$ cat config.mk
export PLATFORM = sky130hd
export DESIGN_NAME = dmem_arbiter
export DESIGN_NICKNAME = d
export VERILOG_FILES = /design/src/rtl/dmem_arbiter.sv
export SDC_FILE = /design/constraint.sdc
export NUM_CORES = 1
export LEC_CHECK = 0
export CAP_MARGIN = 20
export CORE_MARGIN = 4
export CORE_UTILIZATION = 41
export CTS_CLUSTER_SIZE = 24
export DETAILED_ROUTE_END_ITERATION = 8
export GPL_ROUTABILITY_DRIVEN = 0
export HOLD_SLACK_MARGIN = 0.02
export PLACE_DENSITY_LB_ADDON = 0.25
export SYNTH_ARGS = -nofsm -noshare
export SYNTH_HDL_FRONTEND = slang
export SYNTH_SLANG_ARGS = --single-unit
export TNS_END_PERCENT = 20
$ cat constraint.sdc
create_clock -name clk -period 2.6 [get_ports clk]
set_clock_uncertainty 0.05 [all_clocks]
set_input_delay 0.52 -clock clk [delete_from_list [all_inputs] [get_ports clk]]
set_output_delay 0.52 -clock clk [all_outputs]
set_load 0.03 [all_outputs]
$ cat src/rtl/dmem_arbiter.sv
// dmem_arbiter: two-port round-robin/fixed-priority arbiter sharing one single-port data memory
module dmem_arbiter #(
  parameter int ADDR_W     = 9,
  parameter int DATA_W     = 16,
  parameter bit FIXED_PRIO = 1'b0
) (
  input  logic              clk,
  input  logic              rst_n,
  input  logic              req0,
  input  logic              we0,
  input  logic [ADDR_W-1:0] addr0,
  input  logic [DATA_W-1:0] wdata0,
  output logic              ack0,
  input  logic              req1,
  input  logic              we1,
  input  logic [ADDR_W-1:0] addr1,
  input  logic [DATA_W-1:0] wdata1,
  output logic              ack1,
  output logic [DATA_W-1:0] rdata,
  output logic              busy,
  output logic              mem_read_write,
  output logic [ADDR_W-1:0] mem_addr,
  output logic [DATA_W-1:0] mem_data_in,
  input  logic [DATA_W-1:0] mem_data_out
);
  typedef enum logic [1:0] {IDLE, ACCESS, ACK} state_t;
  state_t state, state_nx;
  logic start, pick, winner, winner_nx, last_winner, last_winner_nx;
  logic ack0_nx, ack1_nx, rw_nx;
  logic [ADDR_W-1:0] addr_nx;
  logic [DATA_W-1:0] wdata_nx, rdata_nx;
  assign start = state == IDLE && (req0 || req1);
  assign pick  = req1 && (!req0 || (!FIXED_PRIO && !last_winner));
  assign busy  = state != IDLE;
  always_ff @(posedge clk)
    state <= !rst_n ? IDLE : state_nx;
  always_comb
    state_nx = state == IDLE ? (start ? ACCESS : IDLE) : state == ACCESS ? ACK : IDLE;
  always_comb begin
    winner_nx      = start ? pick : winner;
    last_winner_nx = state == ACK ? winner : last_winner;
    ack0_nx        = state == ACK && !winner;
    ack1_nx        = state == ACK && winner;
    rw_nx          = start && (pick ? we1 : we0);
    addr_nx        = start ? (pick ? addr1 : addr0) : mem_addr;
    wdata_nx       = start ? (pick ? wdata1 : wdata0) : mem_data_in;
    rdata_nx       = state == ACCESS && !mem_read_write ? mem_data_out : rdata;
  end
  always_ff @(posedge clk)
    if (!rst_n) begin
      winner         <= 1'b0;
      last_winner    <= 1'b1;
      ack0           <= 1'b0;
      ack1           <= 1'b0;
      mem_read_write <= 1'b0;
      mem_addr       <= '0;
      mem_data_in    <= '0;
      rdata          <= '0;
    end else begin
      winner         <= winner_nx;
      last_winner    <= last_winner_nx;
      ack0           <= ack0_nx;
      ack1           <= ack1_nx;
      mem_read_write <= rw_nx;
      mem_addr       <= addr_nx;
      mem_data_in    <= wdata_nx;
      rdata          <= rdata_nx;
    end
endmodule

==> results by group, run 1 <==
Clock network
  • Hold-fix buffers, CTS: 0
  • Resize count post-CTS: 0
  • H-tree depth reported by CTS: 2
  • Master cell of the clock root buffer: sky130_fd_sc_hd__clkbuf_8
  • Total CTS buffers: 5
  • CTS tree: done
  • Clock Sinks: 48
  • Worst-path clk slew: 80 ps
  • Maximum root-to-sink buffer count: 2
  • Setup bufs post-CTS: 0
  • Source-to-sink clock delay at the later pin of the worst-skew pair: 290 ps

Global route
  • Remaining Overflow, GRT: 0
  • Vias in the first global route: 1,902
  • Global-route wire length before repair: 8770 microns
  • All-Layer GR Usage: 17.8%
  • Maximum number of pins on one net before global-route repair: 31
  • Antenna violations before repair: 0

Drt
  • Detailed Route WL: 5830 microns
  • Detail Route Antenna Nets: 0
  • Iteration-0 DRC count of the detailed router: 73
  • Via total after detailed routing: 2,049
  • Number of search-and-repair iterations in the first detailed-routing pass: 4
  • Routed len/inst: 14.0 microns
  • Number of design rule violations left after detail routing: 0
  • Vias per Instance: 4.94

Yosys
  • Yosys top cell by area: sky130_fd_sc_hd__dfxtp_1
  • Async SR Flop Fraction: 0%
  • Number of flops mapped to enable cells by yosys: 0
  • Area share of the largest cell type after synthesis: 45.9%
  • Most instantiated flip-flop cell in the synthesis netlist: sky130_fd_sc_hd__dfxtp_1
  • Most numerous cell in the Yosys netlist: sky130_fd_sc_hd__nand2_1
  • Unique cell type count in the Yosys netlist: 24
  • Post-synthesis net count: 312
  • Register area share after synthesis: 45.9%
  • Post-synthesis sequential element count: 48
  • Per-instance average area after synthesis: 8.72 sq um
  • Syn Std Cell Area: 2090 sq um
  • Most frequent cells after synthesis: sky130_fd_sc_hd__nand2_1 (87), sky130_fd_sc_hd__dfxtp_1 (48), sky130_fd_sc_hd__a21oi_1 (42)
  • Largest cells by area after synthesis: sky130_fd_sc_hd__dfxtp_1 (46%), sky130_fd_sc_hd__nand2_1 (16%), sky130_fd_sc_hd__a311oi_2 (14%)
  • Count of yosys warnings during synthesis: 0
  • Number of instances in the synthesized netlist: 240

Cells and area
  • Area Growth Syn to Fin: 60.4%
  • Inserted Diodes: 0
  • Total non-filler cell area in the finished layout: 3360 sq um
  • Final instance count without filler cells: 415
  • Net count, final: 420
  • Fraction of layout instances using a drive strength above 1: 11.5%

Place
  • I/O Buffers: 116
  • Worst setup slack after placement: 373 ps
  • Area of placed instances: 3260 sq um
  • Post-DP HPWL: 4240 microns
  • Post-placement cell count: 408

Timing
  • Fin worst setup slack: 560 ps
  • Final Critical Period: 2040 ps
  • Worst-Margin Slew: 935 ps
  • TNS Setup: 0 ps
  • Setup repair after global routing missed its margin: no
  • Max Freq: 0.490 GHz
  • Period Utilization, post-route: 78.4%
  • Final Hold Viols: 0
  • Minimum hold slack: 404 ps
  • Headroom to the max-slew limit: 37.4%
  • Final count of negative-setup-slack endpoints: 0
  • Max-slew violation total from the final report: 0

Worst setup path
  • FF-to-FF Start: state[0]
  • Depth of the most critical reg-to-reg path: 4
  • Critical path fanouts, max: 5
  • Kind of end point of the critical path: output port
  • Arrival @ worst endpoint: 1470 ps
  • Type of the setup path with the least slack: register to output port
  • Reg-to-reg setup timing slack: 980 ps
  • Required time of the worst setup path: 2030 ps
  • Startpoint types: register
  • Reg2reg end: mem_data_in[12]

Min path
  • Capture endpoint of the worst hold path: rdata[9]
  • Worst min-delay path category: register to register
  • Worst hold path depth: 2
  • Critical hold path startpoint: rdata[9]

Die
  • Effective utilization at floorplan: 43.2%
  • Ports: 117
  • Placeable core region: 4850 sq um
  • Standard-cell rows: 25
  • Die Width: 79.5 microns
  • Die Footprint: 6310 sq um
  • DIE HEIGHT: 79.5 microns

Power
  • Max rail drop VDD: 0.348 mV
  • Leakage power summed over all cells: 0.00123 uW
  • Cell Pwr Density: 570 nW/um^2

Outcome
  • Outcome: finished, final reports clean

Run
  • Max-capacitance violation count: 0
## registers in the layout, indices dropped and copies added (netlist names)
signal and flops:
mem_read_write 1, rdata 16, mem_addr 9, winner 1
ack0 1, ack1 1, state 2, last_winner 1
mem_data_in 16
## cells in the final DEF, fill, tap and decap left out, drive strengths merged
master         instances
and2                   1
a311oi                25
clkdlybuf4s50        116
or3b                   1
mux2i                  1
nand2                 87
inv                    1
clkbuf                 7
nor3b                  2
a21boi                 2
dfxtp                 48
buf                    6
a21oi                 42
nor2b                  1
a21bo                  2
or2                    1
and3                   2
nor2                   2
clkinv                 1
## how the worst max path moves through the flow
stage	endpoint	cells past startpoint	from
4_1_cts	busy	3	state[1]
3_5_place_dp	mem_data_in[8]	4	req0
5_1_grt	busy	3	state[1]
2_1_floorplan	mem_data_in[10]	6	req0
3_3_place_gp	mem_data_in[0]	4	req0
6_report	busy	3	state[1]
## per-layer routing
layer	vias to the layer above	part of all wire [%]	track usage, %
li1	1045	-	-
met1	909	42	20.4
met2	90	45	28.3
met3	5	12	9.59
met4	0	1.1	5.33
met5	-	0	0
## kinds of logic (layout without fill, tap and decap cells)
family	after synthesis	count (layout)	synth area share [%]
flops	48	48	45.9
buf+inv	23	131	6.34
mux	1	1	0.478
simple gates	97	97	18.9
compound gates	71	71	28.3
## power by group
part / switching (uW) / internal (uW) / total (uW)
clock: 230 / 237 / 467
sequential: 35.8 / 802 / 838
combinational: 321 / 288 / 609
total: 587 / 1330 / 1910
## worst max-delay path, stage by stage (launching register included)
cell	delay (ps)
sky130_fd_sc_hd__dfxtp_1	410
sky130_fd_sc_hd__nor2_2	60
sky130_fd_sc_hd__inv_1	50
sky130_fd_sc_hd__clkdlybuf4s50_1	660
## metrics by stage
| step | power [uW] | utilization (%) |
|---|---|---|
| 6_report | 1910 | 69.2 |
| 4_1_cts | 1940 | 69.2 |
| 3_3_place_gp | 1460 | 67.3 |
| 5_1_grt | 2010 | 69.2 |
| 2_1_floorplan | 1210 | - |
| 3_5_place_dp | 1470 | 67.3 |
## cell type report
class,count,area (sq um)
Clock buffer,7,96.3
Fill cell,403,1490
Inverter,2,7.51
Multi-Input combinational cell,169,1000
Sequential cell,48,961
Tap cell,67,83.8
Timing Repair Buffer,122,1210
Power figures use the tool's default switching activity.
==> run 2: changes to the inputs <==
--- a/config.mk
+++ b/config.mk
@@ -7,7 +7,7 @@
 export LEC_CHECK = 0
 export CAP_MARGIN = 20
 export CORE_MARGIN = 4
-export CORE_UTILIZATION = 41
+export CORE_UTILIZATION = 38
 export CTS_CLUSTER_SIZE = 24
 export DETAILED_ROUTE_END_ITERATION = 8
 export GPL_ROUTABILITY_DRIVEN = 0
==> constraint.sdc (replaced) <==
create_clock -name clk -period 2 [get_ports clk]
set_clock_uncertainty 0.05 [all_clocks]
set_input_delay 0.4 -clock clk [delete_from_list [all_inputs] [get_ports clk]]
set_output_delay 0.4 -clock clk [all_outputs]
set_load 0.03 [all_outputs]
==> results by group, run 2 (synthesized netlist as in run 1, its figures left out) <==
Outcome
  • Outcome: finished, final reports clean

Cells and area
  • Most frequent standard cell in the layout excluding fill and tap cells: sky130_fd_sc_hd__clkdlybuf4s50_1
  • Fraction of layout instances using a drive strength above 1: 12.0% (+0.47 points)
  • Highest-count cells in the layout ignoring fill and taps: sky130_fd_sc_hd__clkdlybuf4s50_1 (115), sky130_fd_sc_hd__nand2_1 (87), sky130_fd_sc_hd__dfxtp_1 (48)
  • Inserted Diodes: 0 (unchanged)
  • Net count, final: 422 (+0.48%)
  • Fill cell instance count of the final layout: 450 (+12%)
  • Area Growth Syn to Fin: 63.1%
  • Largest registers ranked by flip-flop count: mem_data_in x16, rdata x16, mem_addr x9

Die
  • Placeable core region: 5240 sq um (+8.0%)
  • Standard-cell rows: 26 (+4.0%)
  • Effective utilization at floorplan: 40.0% (-3.2 points)
  • Die Footprint: 6760 sq um (+7.1%)
  • Ports: 117 (unchanged)
  • DIE HEIGHT: 82.2 microns (+3.5%)
  • Die Width: 82.2 microns (+3.5%)

Power
  • Register share of total power: 42.3% (-1.5 points)
  • Switching part of the total power: 30.2% (-0.46 points)
  • Cell internal pwr: 1800 uW (+36%)
  • Part of the total power dissipated in combinational logic: 31.1% (-0.7 points)
  • Sw Pwr: 778 uW (+33%)
  • Clock group share of total power: 26.6% (+2.2 points)
  • Overall power of the completed layout: 2580 uW (+35%)
  • Max rail drop VDD: 0.341 mV (-2.0%)
  • Leakage power summed over all cells: 0.00126 uW (+2.9%)
  • Cell Pwr Density: 754 nW/um^2 (+32%)

Drt
  • Routed len/inst: 14.1 microns (about the same)
  • Detail Route Antenna Nets: 0 (unchanged)
  • Number of design rule violations left after detail routing: 0 (unchanged)
  • Number of search-and-repair iterations in the first detailed-routing pass: 4 (unchanged)
  • Detailed Route WL: 5920 microns (+1.5%)
  • Iteration-0 DRC count of the detailed router: 83 (+14%)
  • Via total after detailed routing: 2,083 (+1.7%)
  • Vias per Instance: 4.95 (+0.21%)

Timing
  • TNS Setup: 0 ps (unchanged)
  • Worst-Margin Slew: 395 ps (-540 ps)
  • Final count of negative-setup-slack endpoints: 0 (unchanged)
  • Setup repair after global routing missed its margin: no
  • Headroom to the max-slew limit: 73.6% (+36 points)
  • Max Freq: 0.551 GHz
  • Period Utilization, post-route: 90.8%
  • Minimum hold slack: 403 ps (-0.949 ps)
  • Final Critical Period: 1820 ps
  • Max-slew violation total from the final report: 0 (unchanged)
  • Final Hold Viols: 0 (unchanged)

Global route
  • Vias in the first global route: 1,897 (-0.26%)
  • Remaining Overflow, GRT: 0 (unchanged)
  • Maximum number of pins on one net before global-route repair: 30 (-3.2%)
  • Global-route wire length before repair: 8980 microns (+2.4%)
  • All-Layer GR Usage: 17.3% (-0.45 points)
  • Antenna violations before repair: 0 (unchanged)

Place
  • I/O Buffers: 116 (unchanged)
  • Post-DP HPWL: 4220 microns (-0.51%)

Worst setup path
  • Critical path fanouts, max: 3 (-2)
  • Cell family contributing the most delay on the critical path: buffers and inverters
  • Required time of the worst setup path: 1550 ps (-480 ps)
  • Kind of end point of the critical path: output port
  • Delay of the slowest cell on the worst path: 690 ps (+30 ps)
  • Type of the setup path with the least slack: register to output port
  • Startpoint types: register
  • Crit path buffers/inverters: 1 (-1)
  • Arrival @ worst endpoint: 1370 ps (-100 ps)
  • Slowest library cell on the worst path: sky130_fd_sc_hd__clkdlybuf4s50_1
  • Critical path cell sequence: clkdlybuf4s50_1

Clock network
  • CTS tree: done
  • Worst-path clk slew: 90 ps (about the same)
  • Maximum root-to-sink buffer count: 2 (unchanged)
  • Master cell of the clock root buffer: sky130_fd_sc_hd__clkbuf_8
  • Total CTS buffers: 5 (unchanged)
  • H-tree depth reported by CTS: 2 (unchanged)
  • Source-to-sink clock delay at the later pin of the worst-skew pair: 300 ps (about the same)
  • Clock Sinks: 48 (unchanged)

Run
  • Max-capacitance violation count: 0 (unchanged)

Min path
  • Worst min-delay path category: register to register
-- run 2: changes by cell type in the layout (fill, tap and decap cells not counted) --
cell and change:
sky130_fd_sc_hd__clkbuf_8 -2, sky130_fd_sc_hd__bufinv_16 +1, sky130_fd_sc_hd__clkinv_2 +1, sky130_fd_sc_hd__dlymetal6s2s_1 +1, sky130_fd_sc_hd__clkbuf_1 +1, sky130_fd_sc_hd__buf_12 +2, sky130_fd_sc_hd__clkdlybuf4s50_1 -1
-- run 2: layout make-up --
class	count	area (sq um)	share of cell area, %
clock inverter	2	35.0	1.03
clock buffer	6	72.6	2.13
inverter	2	7.51	0.220
tap	70	87.6	2.57
sequential	48	961	28.1
multi-input combinational	169	1000	29.4
timing repair buffer	124	1250	36.6
-- run 2: path summary, 6_finish.rpt --
check                 start              to  slack (ps)  depth (start not counted)
min                  winner            ack0         400                          1
max reg2reg        state[0]  mem_data_in[6]         360                          4
min reg2reg          winner            ack0         400                          1
max          mem_read_write  mem_read_write         180                          1
-- run 2: through the flow --
stage | utilization, % | std cells | worst slack (ps) | area [sq um]
3_5_place_dp | 63.1 | 413 | 137 | 3300
5_1_grt | 65.2 | 421 | 130 | 3410
6_report | 65.2 | 421 | 185 | 3410
2_1_floorplan | - | 240 | 503 | 2090
3_3_place_gp | 63.1 | 413 | 175 | 3300
4_1_cts | 65.1 | 421 | 47.4 | 3410
-- run 2: power groups by stage --
stage	combinational (uW)	clock [uW]	sequential, uW
final	802	685	1090
after global routing	859	745	1100
after CTS	813	704	1090
after detailed placement	810	0	1110
after global placement	802	0	1110
after floorplan	300	0	1270
-- run 2: layer usage --
metal,GRT usage (%),up-vias,wire (microns)
met3,7.48,5,636
met1,20.3,942,2530
met5,0,-,0
met4,4.32,0,57
li1,-,1050,-
met2,28.8,86,2700
-- run 2: repair_timing --
item,CTS,global route
hold endpoints to repair,0,0
hold buffers,0,0
resized for setup,0,1
buffers inserted,0,0
endpoints found under the setup margin,0,1
==> run 3: changes to the inputs <==
--- a/config.mk
+++ b/config.mk
@@ -6,12 +6,12 @@
 export NUM_CORES = 1
 export LEC_CHECK = 0
 export CAP_MARGIN = 20
+export CORE_ASPECT_RATIO = 0.9
 export CORE_MARGIN = 4
 export CORE_UTILIZATION = 38
 export CTS_CLUSTER_SIZE = 24
 export DETAILED_ROUTE_END_ITERATION = 8
 export GPL_ROUTABILITY_DRIVEN = 0
-export HOLD_SLACK_MARGIN = 0.02
 export PLACE_DENSITY_LB_ADDON = 0.25
 export SYNTH_ARGS = -nofsm -noshare
 export SYNTH_HDL_FRONTEND = slang
==> results by group, run 3 (synthesized netlist as in run 1, its figures left out) <==
Clock network
  • CTS tree: done
  • Total CTS buffers: 5 (unchanged)
  • H-tree depth reported by CTS: 2 (unchanged)
  • Source-to-sink clock delay at the later pin of the worst-skew pair: 280 ps (-20 ps)
  • Master cell of the clock root buffer: sky130_fd_sc_hd__clkbuf_8
  • Hold-fix buffers, CTS: 0 (unchanged)
  • Worst-path clk slew: 80 ps (about the same)
  • Maximum root-to-sink buffer count: 2 (unchanged)
  • Clock Sinks: 48 (unchanged)

Power
  • Overall power of the completed layout: 2430 uW (-5.7%)
  • Cell internal pwr: 1670 uW (-7.4%)
  • Cell Pwr Density: 716 nW/um^2 (-5.0%)
  • Sw Pwr: 764 uW (-1.9%)
  • Switching part of the total power: 31.4% (+1.2 points)
  • Max rail drop VDD: 0.295 mV (-13%)
  • Leakage power summed over all cells: 0.00126 uW (-0.46%)
  • Clock group share of total power: 21.9% (-4.7 points)
  • Part of the total power dissipated in combinational logic: 33.2% (+2.1 points)
  • Register share of total power: 44.9% (+2.6 points)

Worst setup path
  • Critical path fanouts, max: 3 (unchanged)
  • Cell family contributing the most delay on the critical path: buffers and inverters
  • Type of the setup path with the least slack: register to output port
  • Arrival @ worst endpoint: 1350 ps (-20 ps)
  • Startpoint types: register
  • Kind of end point of the critical path: output port
  • Crit path buffers/inverters: 1 (unchanged)
  • Required time of the worst setup path: 1550 ps (about the same)
  • Critical path cell sequence: clkdlybuf4s50_1
  • Slowest library cell on the worst path: sky130_fd_sc_hd__clkdlybuf4s50_1
  • Delay of the slowest cell on the worst path: 690 ps (about the same)

Drt
  • Detail Route Antenna Nets: 0 (unchanged)
  • Routed len/inst: 14.1 microns (+0.61%)
  • Number of search-and-repair iterations in the first detailed-routing pass: 4 (unchanged)
  • Via total after detailed routing: 2,065 (-0.86%)
  • Detailed Route WL: 5940 microns (+0.37%)
  • Vias per Instance: 4.92 (-0.63%)
  • Iteration-0 DRC count of the detailed router: 65 (-22%)
  • Number of design rule violations left after detail routing: 0 (unchanged)

Timing
  • Max Freq: 0.557 GHz (+1.1%)
  • Final Hold Viols: 0 (unchanged)
  • TNS Setup: 0 ps (unchanged)
  • Worst-Margin Slew: 390 ps (-5.71 ps)
  • Period Utilization, post-route: 89.8% (-1.0 points)
  • Max-slew violation total from the final report: 0 (unchanged)
  • Setup repair after global routing missed its margin: no
  • Minimum hold slack: 407 ps (+3.97 ps)
  • Final count of negative-setup-slack endpoints: 0 (unchanged)
  • Final Critical Period: 1800 ps (-20.0 ps)
  • Headroom to the max-slew limit: 74.0% (+0.38 points)

Global route
  • All-Layer GR Usage: 16.9% (-0.36 points)
  • Maximum number of pins on one net before global-route repair: 30 (unchanged)
  • Remaining Overflow, GRT: 0 (unchanged)
  • Antenna violations before repair: 0 (unchanged)
  • Vias in the first global route: 1,954 (+3.0%)
  • Global-route wire length before repair: 9050 microns (+0.69%)

Die
  • Placeable core region: 5290 sq um (+0.93%)
  • Ports: 117 (unchanged)
  • Effective utilization at floorplan: 39.6% (-0.37 points)
  • DIE HEIGHT: 78.4 microns (-4.6%)
  • Die Footprint: 6760 sq um (about the same)
  • Standard-cell rows: 25 (-3.8%)
  • Die Width: 86.2 microns (+4.9%)

Outcome
  • Outcome: finished, final reports clean

Cells and area
  • Area Growth Syn to Fin: 62.0%
  • Largest registers ranked by flip-flop count: mem_data_in x16, rdata x16, mem_addr x9
  • Most frequent standard cell in the layout excluding fill and tap cells: sky130_fd_sc_hd__clkdlybuf4s50_1
  • Fraction of layout instances using a drive strength above 1: 12.5% (+0.50 points)
  • Highest-count cells in the layout ignoring fill and taps: sky130_fd_sc_hd__clkdlybuf4s50_1 (115), sky130_fd_sc_hd__nand2_1 (87), sky130_fd_sc_hd__dfxtp_1 (48)
  • Net count, final: 425 (+0.71%)
  • Inserted Diodes: 0 (unchanged)

Place
  • Post-DP HPWL: 4380 microns (+4.0%)
  • I/O Buffers: 116 (unchanged)

Run
  • Max-capacitance violation count: 0 (unchanged)

Min path
  • Worst min-delay path category: register to register
run 3: cell types whose count changed in the layout (fill, tap and decap cells not counted), sizes merged:
| cell | before | now |
|---|---|---|
| buf | 8 | 11 |
| bufinv | 1 | 0 |
run 3: power by group through the flow:
stage / Clock (uW) / Combinational (uW) / Sequential [uW]
detailed placement: 0 / 813 / 1110
CTS: 553 / 815 / 1090
finish: 531 / 808 / 1090
global placement: 0 / 802 / 1110
floorplan: 0 / 300 / 1270
global route: 593 / 859 / 1100
run 3: path summary, 6_finish.rpt:
path                                startpoint             end  slack, ps  depth (start not counted)
worst min-delay path                  rdata[0]        rdata[0]        410                          2
worst min register to register        rdata[0]        rdata[0]        410                          2
worst max-delay path            mem_read_write  mem_read_write        200                          1
worst max register to register        state[0]  mem_data_in[2]        390                          4
run 3: routing by layer:
| metal | wire [microns] | vias up | part of all wire (%) | GRT usage [%] |
|---|---|---|---|---|
| met3 | 690 | 4 | 12 | 8.29 |
| met1 | 2590 | 922 | 44 | 20.4 |
| met5 | 0 | - | 0 | 0 |
| met4 | 47 | 0 | 0.79 | 4.67 |
| li1 | - | 1055 | - | - |
| met2 | 2610 | 84 | 44 | 26.8 |
run 3: what timing repair did:
item                                   CTS  global route
setup endpoints to repair                0             1
gates resized for setup                  0             1
endpoints found under the hold margin    0             0
buffers inserted                         0             0
run 3: metrics by stage:
step | cells | cell area [sq um] | utilization [%] | setup slack (ps)
global placement | 413 | 3310 | 62.6 | 139
floorplan | 240 | 2090 | - | 503
detailed placement | 413 | 3310 | 62.6 | 81.4
finish | 420 | 3390 | 64.1 | 205
CTS | 420 | 3390 | 64.1 | 49.0
global route | 420 | 3390 | 64.1 | 131
run 3: layout make-up:
class                           count  area, sq um
Fill cell                         456         1900
Sequential cell                    48          961
Multi-Input combinational cell    169         1000
Clock inverter                      1         5.00
Timing Repair Buffer              127         1260
Tap cell                           67         83.8
Clock buffer                        6         72.6
Inverter                            2         7.51
